[src/rtl/mem_bus_arbiter.sv]
// -----------------------------------------------------------------------------
// mem_bus_arbiter
//
// Shares one synchronous memory port between the CPU (fixed priority) and a
// single DMA-style secondary requester. DMA accesses steal idle CPU cycles.
// When a DMA request has been denied STARVE_MAX consecutive cycles, the next
// cycle is a forced grant: the CPU is stalled for that one cycle and DMA
// owns the memory port.
//
// Parameters
//   M          data/address width
//   STARVE_MAX denied DMA cycles before a forced grant (1..2^CNT_W-1)
//   CNT_W      starvation counter width
//
// Ports
//   clk, rst                     clock, asynchronous active-high reset
//   cpuAddr/cpuWrite/cpuRE/cpuWE CPU memory request
//   cpuRead, cpuStall            CPU read data, CPU clock-enable gate
//   dmaReq/dmaWe/dmaAddr/dmaWData DMA request (held until dmaGnt)
//   dmaGnt, dmaAck, dmaRData     grant (same cycle), completion pulse, data
//   memAddr/memWData/memRE/memWE memory command, memRData read data
//                                (valid the cycle after memRE)
//
// Optional build macro ARB_STATS_EN adds stallCount and grantCount outputs
// (16-bit wrapping event counters). Without it arbitration is unchanged.
// -----------------------------------------------------------------------------
module mem_bus_arbiter #(
  parameter int M          = 16,
  parameter int STARVE_MAX = 8,
  parameter int CNT_W      = 4
) (
  input  logic         clk,
  input  logic         rst,
  input  logic [M-1:0] cpuAddr,
  input  logic [M-1:0] cpuWrite,
  input  logic         cpuRE,
  input  logic         cpuWE,
  output logic [M-1:0] cpuRead,
  output logic         cpuStall,
  input  logic         dmaReq,
  input  logic         dmaWe,
  input  logic [M-1:0] dmaAddr,
  input  logic [M-1:0] dmaWData,
  output logic         dmaGnt,
  output logic         dmaAck,
  output logic [M-1:0] dmaRData,
  output logic [M-1:0] memAddr,
  output logic [M-1:0] memWData,
  output logic         memRE,
  output logic         memWE,
  input  logic [M-1:0] memRData
`ifdef ARB_STATS_EN
  ,
  output logic [15:0]  stallCount,
  output logic [15:0]  grantCount
`endif
);

  typedef enum logic {OWNER_CPU = 1'b0, OWNER_DMA = 1'b1} owner_e;

  localparam logic [CNT_W-1:0] STARVE_LIM = CNT_W'(STARVE_MAX);
  localparam logic [CNT_W-1:0] CNT_SAT    = {CNT_W{1'b1}};

  logic             cpu_idle;
  logic             force_grant;
  logic             cpu_rd_ret;
  logic             dma_rd_ret;

  logic [CNT_W-1:0] wait_cnt_q, wait_cnt_d;
  owner_e           rd_owner_q, rd_owner_d;
  logic             rd_pend_q, rd_pend_d;
  logic             dma_ack_q, dma_ack_d;
  logic             ack_is_read_q, ack_is_read_d;
  logic [M-1:0]     cpu_hold_q, cpu_hold_d;
  logic [M-1:0]     dma_rdata_q, dma_rdata_d;

  // ---------------------------------------------------------------------------
  // Arbitration
  // ---------------------------------------------------------------------------
  assign cpu_idle    = !cpuRE && !cpuWE;
  assign force_grant = (wait_cnt_q >= STARVE_LIM);
  assign dmaGnt      = dmaReq && (cpu_idle || force_grant);
  // A forced grant only costs the CPU a cycle if it actually wanted the port.
  assign cpuStall    = dmaReq && force_grant && !cpu_idle;

  always_comb begin
    memAddr  = cpuAddr;
    memWData = cpuWrite;
    memRE    = cpuRE && !cpuStall;
    memWE    = cpuWE && !cpuStall;
    if (dmaGnt) begin
      memAddr  = dmaAddr;
      memWData = dmaWData;
      memRE    = !dmaWe;
      memWE    = dmaWe;
    end
  end

  // ---------------------------------------------------------------------------
  // Read-data return: memory data arrives one cycle after memRE, and goes to
  // whichever side issued that read. Each side keeps a holding register so
  // its data stays stable while the other side uses the port.
  // ---------------------------------------------------------------------------
  assign cpu_rd_ret = rd_pend_q && (rd_owner_q == OWNER_CPU);
  assign dma_rd_ret = dma_ack_q && ack_is_read_q;

  assign cpuRead  = cpu_rd_ret ? memRData : cpu_hold_q;
  assign dmaRData = dma_rd_ret ? memRData : dma_rdata_q;
  assign dmaAck   = dma_ack_q;

  always_comb begin
    // Counter restarts whenever there is nothing waiting or the wait is over;
    // this also makes two forced grants in a row impossible.
    wait_cnt_d = wait_cnt_q;
    if (!dmaReq || dmaGnt) begin
      wait_cnt_d = '0;
    end else if (wait_cnt_q != CNT_SAT) begin
      wait_cnt_d = wait_cnt_q + 1'b1;
    end

    rd_pend_d     = memRE;
    rd_owner_d    = dmaGnt ? OWNER_DMA : OWNER_CPU;
    dma_ack_d     = dmaGnt;
    ack_is_read_d = dmaGnt && !dmaWe;
    cpu_hold_d    = cpu_rd_ret ? memRData : cpu_hold_q;
    dma_rdata_d   = dma_rd_ret ? memRData : dma_rdata_q;
  end

  always_ff @(posedge clk or posedge rst) begin
    if (rst) begin
      wait_cnt_q    <= '0;
      rd_owner_q    <= OWNER_CPU;
      rd_pend_q     <= 1'b0;
      dma_ack_q     <= 1'b0;
      ack_is_read_q <= 1'b0;
      cpu_hold_q    <= '0;
      dma_rdata_q   <= '0;
    end else begin
      wait_cnt_q    <= wait_cnt_d;
      rd_owner_q    <= rd_owner_d;
      rd_pend_q     <= rd_pend_d;
      dma_ack_q     <= dma_ack_d;
      ack_is_read_q <= ack_is_read_d;
      cpu_hold_q    <= cpu_hold_d;
      dma_rdata_q   <= dma_rdata_d;
    end
  end

`ifdef ARB_STATS_EN
  // ---------------------------------------------------------------------------
  // Event counters (wrap naturally at 16 bits).
  // ---------------------------------------------------------------------------
  logic [15:0] stall_cnt_q, stall_cnt_d;
  logic [15:0] grant_cnt_q, grant_cnt_d;

  assign stall_cnt_d = stall_cnt_q + {15'd0, cpuStall};
  assign grant_cnt_d = grant_cnt_q + {15'd0, dmaGnt};

  always_ff @(posedge clk or posedge rst) begin
    if (rst) begin
      stall_cnt_q <= '0;
      grant_cnt_q <= '0;
    end else begin
      stall_cnt_q <= stall_cnt_d;
      grant_cnt_q <= grant_cnt_d;
    end
  end

  assign stallCount = stall_cnt_q;
  assign grantCount = grant_cnt_q;
`endif

endmodule

[config.mk]
export PLATFORM = sky130hd
export DESIGN_NAME = mem_bus_arbiter
export DESIGN_NICKNAME = d
export VERILOG_FILES = /design/src/rtl/mem_bus_arbiter.sv
export SDC_FILE = /design/constraint.sdc
export NUM_CORES = 1
export LEC_CHECK = 0
export ABC_AREA = 1
export CORE_UTILIZATION = 33
export DETAILED_ROUTE_END_ITERATION = 12
export GPL_TIMING_DRIVEN = 0
export PLACE_DENSITY = 0.8
export SLEW_MARGIN = 20
export SYNTH_ARGS = -nofsm -noshare
export SYNTH_HDL_FRONTEND = slang
export SYNTH_SLANG_ARGS = --single-unit
[constraint.sdc]
create_clock -name clk -period 1.3 [get_ports clk]
set_input_delay 0.26 -clock clk [delete_from_list [all_inputs] [get_ports clk]]
set_output_delay 0.26 -clock clk [all_outputs]
set_load 0.02 [all_outputs]
### Yosys cells after proc, flatten, opt, wreduce, memory -nomap -nowiden

Cells that the tools add are included.

* bits in registers: 40
* input port bits: 86

* mux-type cells: 9
* bitwise operators: 1
* eq/ne operators: 1
* $lt $le $gt $ge: 1
* add/subtract/negate cells: 1
* reduce and logical (&&, ||, !) cells: 18

Operators by type and width (count)
* 16-bit two-way mux: 4
* 1-bit logical AND: 9
* 4-bit two-way mux: 2
* 1-bit logical NOT: 6
* 4-bit by 1-bit adder with 4-bit output (second input constant): 1
* 4-bit greater-or-equal comparator (second input constant): 1
* 4-bit inequality test (second input constant): 1
* 1-bit two-way mux: 3
* 1-bit logical OR: 2
* 2-bit nonzero test: 1
* 1-bit NOT: 1

### Depth between registers and ports, before layout

Gate-level depths: netlist of run 1.

* depth after elaboration: 7
* mapped depth: 6
* mapped depth without buffers: 5

### Worst setup path before layout of run 1

OpenSTA, ideal clock, no wires.

* path type: register to output
* from: register, netlist name dmaAck
* to: output cpuRead[0]
* path buffers: 1
* cell stages (with the launch flop): 5
* data arrival time: 1.327 ns
* setup slack: -0.287 ns
* path through: dfrtp_1 > inv_1 > nand2_1 > clkbuf_1 > o21ai_0

RTL lines
* end: declaration: line 38 `output logic [M-1:0] cpuRead,`

==> results.md, run 1 <==
- Die width: 79.5 um
- Die Area: 0.00632 mm2
- Crit-path max FO: 7
- Vias in the first global route: 2526
- Fin nets: 534
- Crit path launch type: flop
- Initial antenna violation count: 0
- Critical path's largest stage delay: 0.47 ns
- Pre-antenna DRT Iters: 4
- Final core utilization: 84.2%
- Syn Std Cell Area: 0.00198 mm2
- Max Root-Sink Buffers: 2
- Synth-to-layout area growth: 140%
- Synth unique cells: 15
- Clock slew at reported path FFs: 0.07 ns
- Setup TNS: -20.96 ns
- Pin count of the biggest net entering global routing: 35
- GRT Util Overall: 24.3%
- Remaining antenna violation count after routing: 0
- Clock root buffer: clkbuf_8
- GRT Residual Overflow: 0
- Syn_nets: 350
- DRC viols: 0
- Max-Cap Viols: 0
- Sequential share of the synthesized area: 49.2%
- Design Power: 4.64 mW
- Min-Delay Path Class: in2async
- Cell Pwr Density: 976 mW/mm2
- Vias: 2481
- Critical path endpoint category: primary output
- Final instance area: 0.00475 mm2
- Hpwl dp: 5450 um
- Placed cell area: 0.00389 mm2
- Worst relative slew slack: 85.1%
- Worst skew pair latency: 0.29 ns
- Final setup skew: 0.00387 ns
- H-tree levels: 2
- Post-synthesis sequential element count: 39
- PortBufs: 153
- Total wire length: 8480 um
- Post-layout minimum cycle time: 1.67 ns
- Crit path cell chain: inv_4 -> nand2_8 -> clkbuf_16 -> o21ai_4 -> buf_6
- Violated checks: negative setup slack
- P_leak: 2.26 nW
- CTS sink count: 39
- # IOs: 155
- Number of synthesis warnings: 0
- Fill cells: 332
- # rows: 27
- Syn_area_per_cell: 7.56 um2
- Final setup violation count: 67
- First-pass GRT wire length: 11800 um
- Place WS: -1.06 ns
- N_diodes: 0
- Routed len/inst: 16.4 um
- Final hold violation count: 0
- Core area: 0.00564 mm2
- Drt initial violations: 71
- Unrepaired setup endpoints after global routing: yes
- Share of post-route cells with drive strength above 1: 43.3%
- Reg2reg start: dmaAck
- Worst Tran Pin Value: 0.222 ns
- GPL Wtd Cong: 0.737
- Worst path arrival time: 1.41 ns
- Outcome: complete, but fails checks
- Final period util: 129%
- CP max stage cell: dfrtp_2
- FMAX: 598 MHz
- Post-CTS Hold Buffers: 0
- CTS tree: built
- Worst Path Required: 1.04 ns
- Worst Setup SP: dmaAck
- Mapped Cells: 262
- Crit Path Category: reg2out
- Worst Reg-to-Reg Cells: 6
- PnR worst setup slack: -0.371 ns
- Die Ht: 79.5 um
- Starting Density: 35.1%
- Final Max Tran Viols: 0
- Peak supply drop: 0.637 mV
- Vias/cell: 4.79
- Clock buffer count from CTS: 5
[cell type report]
type | instances | area (um2) | area share [%]
plain buffers | 15 | 221 | 4.66
clock inverters | 1 | 30.0 | 0.632
inverters | 25 | 96.3 | 2.03
well taps | 72 | 90.1 | 1.90
multi-input cells | 183 | 1400 | 29.5
repair buffers | 177 | 1860 | 39.2
clock buffers | 6 | 72.6 | 1.53
flip-flops and latches | 39 | 977 | 20.6
[Yosys cell counts (all sizes together)]
cell type    n  area [um2]
nand3b       1        7.51
xnor2        1        8.76
nand2      105         402
dfrtp       39         976
clkbuf       5        18.8
nand3       34         170
ha           2        25.0
buf         11        81.3
inv         25        93.8
o21ai       33         176
nor2         6        22.5
[state kept, by name, summed over array words and instances, names as in the netlist]
signal and count:
cpu_hold_q 16, dma_rdata_q 16, wait_cnt_q 4, ack_is_read_q 1, dmaAck 1, rd_pend_q 1
[power by group]
part / total (mW) / internal (mW) / leakage [nW] / switching (mW)
clock network: 0.965 / 0.562 / 0.0513 / 0.402
registers: 1.51 / 1.38 / 0.459 / 0.124
logic: 2.16 / 1.13 / 1.75 / 1.03
[worst paths after layout]
path / end / slack [ns]
worst max-delay path: cpuRead[8] / -0.37
worst min-delay path: dma_rdata_q[0] / 0.21
worst max register to register: dma_rdata_q[13] / 0.05
worst min register to register: wait_cnt_q[0] / 0.49
max in group asynchronous: dmaAck / 0.68
min in group clk: wait_cnt_q[3] / 0.37
[cells by family after synthesis]
| logic type | share of synthesized area (%) |
|---|---|
| AOI/OAI and AO/OA | 8.90 |
| buffers and inverters | 9.79 |
| adders and majority gates | 1.26 |
| xor gates and xnor gates | 0.442 |
| and+or+nand+nor | 30.4 |
| DFF | 49.2 |
[per-layer routing]
metal / GRT usage, % / wire (um) / vias up
li1: - / - / 1189
met1: 24.5 / 2900 / 1146
met2: 47.4 / 4650 / 123
met3: 5.37 / 598 / 23
met4: 9.64 / 337 / 0
met5: 0 / 0 / -
[worst max-delay path: cells and delay by family, from the launching register on]
| kind | cells | cell delay [ns] |
|---|---|---|
| AO/OA/AOI/OAI | 1 | 0.15 |
| flip-flops | 1 | 0.47 |
| AND/OR/NAND/NOR | 1 | 0.09 |
| buffers and inverters | 3 | 0.42 |
[repair_timing]
item | 4_1_cts | 5_1_grt
pin swaps | 12 | 8
hold endpoints to repair | 0 | 0
setup buffers | 10 | 8
gates cloned | 3 | 3
setup endpoints to repair | 69 | 68
gates resized for setup | 462 | 59
[stage by stage]
step / cells / hold slack (ns)
after floorplan: 262 / 0.435
after global placement: 487 / 0.453
after detailed placement: 488 / 0.458
after CTS: 507 / 0.184
after global routing: 518 / 0.212
final: 518 / 0.213
[cells in the final DEF (no fill, tap or decap), types with 5 or more instances in the layout]
| master | Yosys | final |
|---|---|---|
| clkdlybuf4s50_1 | 0 | 82 |
| buf_6 | 3 | 75 |
| nand2_1 | 104 | 68 |
| dfrtp_1 | 39 | 38 |
| o21ai_4 | 1 | 33 |
| nand3_1 | 34 | 30 |
| inv_1 | 25 | 22 |
| nand2_4 | 1 | 18 |
| nand2_2 | 0 | 17 |
| buf_4 | 3 | 17 |
| clkbuf_16 | 0 | 6 |
| nor2_1 | 6 | 6 |
| clkbuf_8 | 0 | 5 |
Note: power is estimated with default switching activity, not from simulation.
==> inputs of run 2 (changes only) <==
RECOVER_POWER = 100   (was unset)
==> run 2 against run 1 <==
Compared with the run above: the run still ends with negative setup slack left; maximum frequency hardly changed; via count decreased by 0.48%; first-iteration DRC count down 20%; combinational power about the same; flip-flop and latch count did not move; largest cell class unchanged.
==> results.md, run 2 (same netlist as run 1, synthesis figures left out) <==
- Reg2reg start: dmaAck
- Worst Path Required: 1.04 ns
- PnR worst setup slack: -0.370 ns
- Place WS: -1.06 ns
- Met1 WL: 2900 um
- Fin Hold WS: 0.342 ns
- P_leak: 2.26 nW
- Unrepaired setup endpoints after global routing: yes
- Critical path endpoint category: primary output
- Worst skew pair latency: 0.29 ns
- Final setup violation count: 67
- Min-Delay Path Class: in2async
- Drt initial violations: 57
- Violated checks: negative setup slack
- Synth-to-layout area growth: 139%
- Starting Density: 35.1%
- GRT Residual Overflow: 0
- Clock slew at reported path FFs: 0.07 ns
- Peak supply drop: 0.638 mV
- Placed cell area: 0.00389 mm2
- Worst path arrival time: 1.41 ns
- GPL Wtd Cong: 0.737
- Worst Tran Pin Value: 0.452 ns
- DRC viols: 0
- Final period util: 128%
- Crit path launch type: flop
- Pre-antenna DRT Iters: 4
- Max Root-Sink Buffers: 2
- Post-CTS Hold Buffers: 0
- Initial antenna violation count: 0
- GRT Util Overall: 24.3%
- Highest routed layer: met4
- Crit Path Category: reg2out
- CP max stage cell: dfrtp_2
- CTS tree: built
- Core area: 0.00564 mm2
- Clock buffer count from CTS: 5
- Final setup skew: 0.00454 ns
- CTS sink count: 39
- Outcome: complete, but fails checks
- Post-layout minimum cycle time: 1.67 ns
- Vias: 2469
- # IOs: 155
- Cell Pwr Density: 977 mW/mm2
- Met3 Wirelength: 594 um
- Die width: 79.5 um
- Vias in the first global route: 2526
- Largest regs: cpu_hold_q (16), dma_rdata_q (16), wait_cnt_q (4)
- WL met2: 4650 um
- Crit-path max FO: 7
- Share of post-route cells with drive strength above 1: 42.8%
- Max-Cap Viols: 0
- Crit path cell chain: inv_4 -> nand2_8 -> clkbuf_16 -> o21ai_4 -> buf_6
- Final instance area: 0.00473 mm2
- Critical path's largest stage delay: 0.47 ns
- H-tree levels: 2
- Worst relative slew slack: 69.9%
- Commonest non-fill, non-tap cell in the layout: clkdlybuf4s50_1
- Final core utilization: 83.9%
- Die Ht: 79.5 um
- Fin nets: 534
- Die Area: 0.00632 mm2
- FMAX: 599 MHz
- # rows: 27
- N_diodes: 0
- Final hold violation count: 0
- Hpwl dp: 5450 um
- Vias/cell: 4.77
- Remaining antenna violation count after routing: 0
- Clock root buffer: clkbuf_8
- Total wire length: 8480 um
- First-pass GRT wire length: 11800 um
- PortBufs: 153
- Most frequent cells in the layout: 81 x clkdlybuf4s50_1, 75 x buf_6, 69 x nand2_1
- Pin count of the biggest net entering global routing: 35
- Final Max Tran Viols: 0
- Worst Setup SP: dmaAck
- Routed len/inst: 16.4 um
[run 2: power breakdown]
| part | leakage (nW) | internal [mW] | switching [mW] |
|---|---|---|---|
| combinational | 1.75 | 1.12 | 1.03 |
| clock | 0.0513 | 0.563 | 0.406 |
| sequential | 0.459 | 1.38 | 0.120 |
[run 2: final cells by class]
class | instances | area [um2]
timing repair buffer | 177 | 1850
multi-input combinational | 183 | 1400
sequential | 39 | 977
fill | 333 | 910
buffer | 15 | 221
inverter | 25 | 96.3
tap | 72 | 90.1
clock buffer | 6 | 72.6
clock inverter | 1 | 30.0
[run 2: metrics by stage]
step / std cells / TNS, ns / total power [mW]
after floorplan: 262 / -0.596 / 2.30
after global placement: 487 / -80.25 / 3.11
after detailed placement: 488 / -56.10 / 3.15
after CTS: 507 / -20.04 / 4.34
after global routing: 518 / -25.16 / 4.81
final: 518 / -21.03 / 4.63
[run 2: worst paths after layout]
check	endpoint	slack, ns	cells after the start
min	dma_rdata_q[0]	0.34	2
min reg2reg	wait_cnt_q[0]	0.49	1
min in group clk	wait_cnt_q[3]	0.37	3
max in group asynchronous	dmaAck	0.19	3
max reg2reg	dma_rdata_q[13]	0.05	6
max	cpuRead[8]	-0.37	5
[run 2: metal layers]
metal | vias up | global-route usage [%]
met2 | 116 | 47.4
li1 | 1186 | -
met1 | 1144 | 24.5
met5 | - | 0
met3 | 23 | 5.37
met4 | 0 | 9.64
[run 2: critical path: cells and delay by family, from the launching register on]
| kind | cells | cell delay, ns |
|---|---|---|
| AO/OA/AOI/OAI | 1 | 0.15 |
| buffers and inverters | 3 | 0.42 |
| AND/OR/NAND/NOR | 1 | 0.09 |
| flip-flops | 1 | 0.47 |
[run 2: repair_timing]
item | 4_1_cts | 5_1_grt
buffers inserted | 10 | 8
endpoints found under the setup margin | 69 | 68
pin swaps | 12 | 8
endpoints found under the hold margin | 0 | 0
gates cloned | 3 | 3
gates resized for setup | 462 | 59
==> inputs of run 3 (changes only) <==
GPL_TIMING_DRIVEN = unset   (was 0)
==> run 3 against run 2 <==
Compared with the run above: the run still ends with negative setup slack left; global-route usage rose by 3.3 points; flip-flop and latch count did not move; sequential power barely moved; clock power rose by 9%; die area did not move; count of clock-buffer cells in the layout did not move; sequential share of layout area fell by 1.6 points; maximum frequency fell by 5.3%; critical endpoint is now memRE.
==> results.md, run 3 (same netlist as run 1, synthesis figures left out) <==
- Worst skew pair latency: 0.30 ns
- GRT Residual Overflow: 0
- Drt initial violations: 97
- Final setup skew: 0.00660 ns
- Vias: 2783
- Final Max Tran Viols: 0
- Vias in the first global route: 2871
- Vias/cell: 5.07
- Min-Delay Path Class: reg2reg
- Peak supply drop: 0.773 mV
- Crit path launch type: flop
- Final period util: 136%
- Comb pwr share: 48.6%
- Pin count of the biggest net entering global routing: 23
- CTS sink count: 39
- Outcome: complete, but fails checks
- Worst Tran Pin Value: 0.558 ns
- Sw power: 1.73 mW
- Fin nets: 564
- Total wire length: 10500 um
- Placed insts: 507
- Max-Cap Viols: 0
- Synth-to-layout area growth: 159%
- Critical path endpoint category: primary output
- Worst path arrival time: 1.50 ns
- PortBufs: 154
- Final setup violation count: 71
- Final hold violation count: 0
- Fin Hold WS: 0.508 ns
- Core area: 0.00564 mm2
- Worst Reg-to-Reg Cells: 9
- Worst relative slew slack: 62.8%
- PnR worst setup slack: -0.464 ns
- FMAX: 567 MHz
- Placed cell area: 0.00409 mm2
- Starting Density: 35.1%
- Commonest non-fill, non-tap cell in the layout: clkdlybuf4s50_1
- Clock buffer count from CTS: 5
- DRC viols: 0
- # rows: 27
- Final instance area: 0.00514 mm2
- Sw Ratio: 34.4%
- Post-CTS Hold Buffers: 0
- Crit Path Category: reg2out
- CTS tree: built
- Largest regs: cpu_hold_q (16), dma_rdata_q (16), wait_cnt_q (4)
- Die Ht: 79.5 um
- P_leak: 2.40 nW
- Initial antenna violation count: 0
- WHS Path Cells: 1
- Violated checks: negative setup slack
- Place WS: -0.952 ns
- Cell Pwr Density: 975 mW/mm2
- Clock slew at reported path FFs: 0.08 ns
- Pint: 3.29 mW
- Max Root-Sink Buffers: 2
- Share of post-route cells with drive strength above 1: 51.8%
- Die Area: 0.00632 mm2
- Remaining antenna violation count after routing: 0
- Design Power: 5.01 mW
- Clk pwr share: 21.1%
- # IOs: 155
- Most frequent cells in the layout: 81 x clkdlybuf4s50_1, 77 x buf_6, 52 x nand2_1
- Pre-antenna DRT Iters: 4
- Die width: 79.5 um
- First-pass GRT wire length: 13200 um
- Crit-path max FO: 6
- N_diodes: 0
- Clock root buffer: clkbuf_8
- H-tree levels: 2
- Post-layout minimum cycle time: 1.76 ns
- Worst Path Required: 1.04 ns
- Hpwl dp: 5750 um
- Unrepaired setup endpoints after global routing: yes
- Routed len/inst: 19.1 um
- GRT Util Overall: 27.6%
- GPL Wtd Cong: 0.829
- Sequential Power Share: 30.3%
- Non-filler cells, final: 549
run 3: metrics by stage:
stage / TNS, ns / util (%)
5_1_grt: -29.56 / 91.1
2_1_floorplan: -0.596 / -
4_1_cts: -22.25 / 83.2
3_3_place_gp: -50.69 / 72.4
6_report: -25.52 / 91.1
3_5_place_dp: -51.86 / 72.4
run 3: path summary, 6_finish.rpt:
check / slack [ns] / to / start
min in group asynchronous: 0.55 / wait_cnt_q[0] / rst
max: -0.46 / memRE / wait_cnt_q[3]
max in group asynchronous: 0.33 / dma_rdata_q[2] / rst
max reg2reg: -0.12 / ack_is_read_q / wait_cnt_q[3]
min: 0.51 / wait_cnt_q[0] / wait_cnt_q[0]
min reg2reg: 0.51 / wait_cnt_q[0] / wait_cnt_q[0]
run 3: layout make-up:
cell class	instances	area (um2)
multi-input cells	186	1560
flip-flops and latches	39	977
repair buffers	219	2300
well taps	72	90.1
clock buffers	6	82.6
inverters	25	96.3
fillers	223	503
clock inverters	2	35.0
run 3: power by group through the flow:
stage / clock network, mW / registers (mW) / logic, mW
floorplan: 0 / 1.44 / 0.857
global placement: 0 / 1.45 / 1.80
detailed placement: 0 / 1.45 / 1.85
CTS: 1.07 / 1.46 / 2.08
global route: 1.13 / 1.53 / 2.54
finish: 1.06 / 1.52 / 2.44
run 3: layer usage:
metal	track usage [%]	vias up	routed length [um]
met5	0	-	0
met4	11.5	0	398
met3	7.66	36	731
met2	53.6	144	5910
met1	26.7	1347	3460
li1	-	1256	-
run 3: critical path, cell delays in order (launching register included):
cell	delay (ns)
dfrtp_1	0.39
inv_2	0.06
o21ai_4	0.09
buf_6	0.17
buf_6	0.13
nand3b_1	0.10
nand2_1	0.11
buf_6	0.13
run 3: what timing repair did:
item | in CTS | in global routing
pin swaps | 11 | 18
resized for setup | 479 | 75
endpoints found under the setup margin | 69 | 70
buffers inserted | 15 | 17
gates cloned | 4 | 4
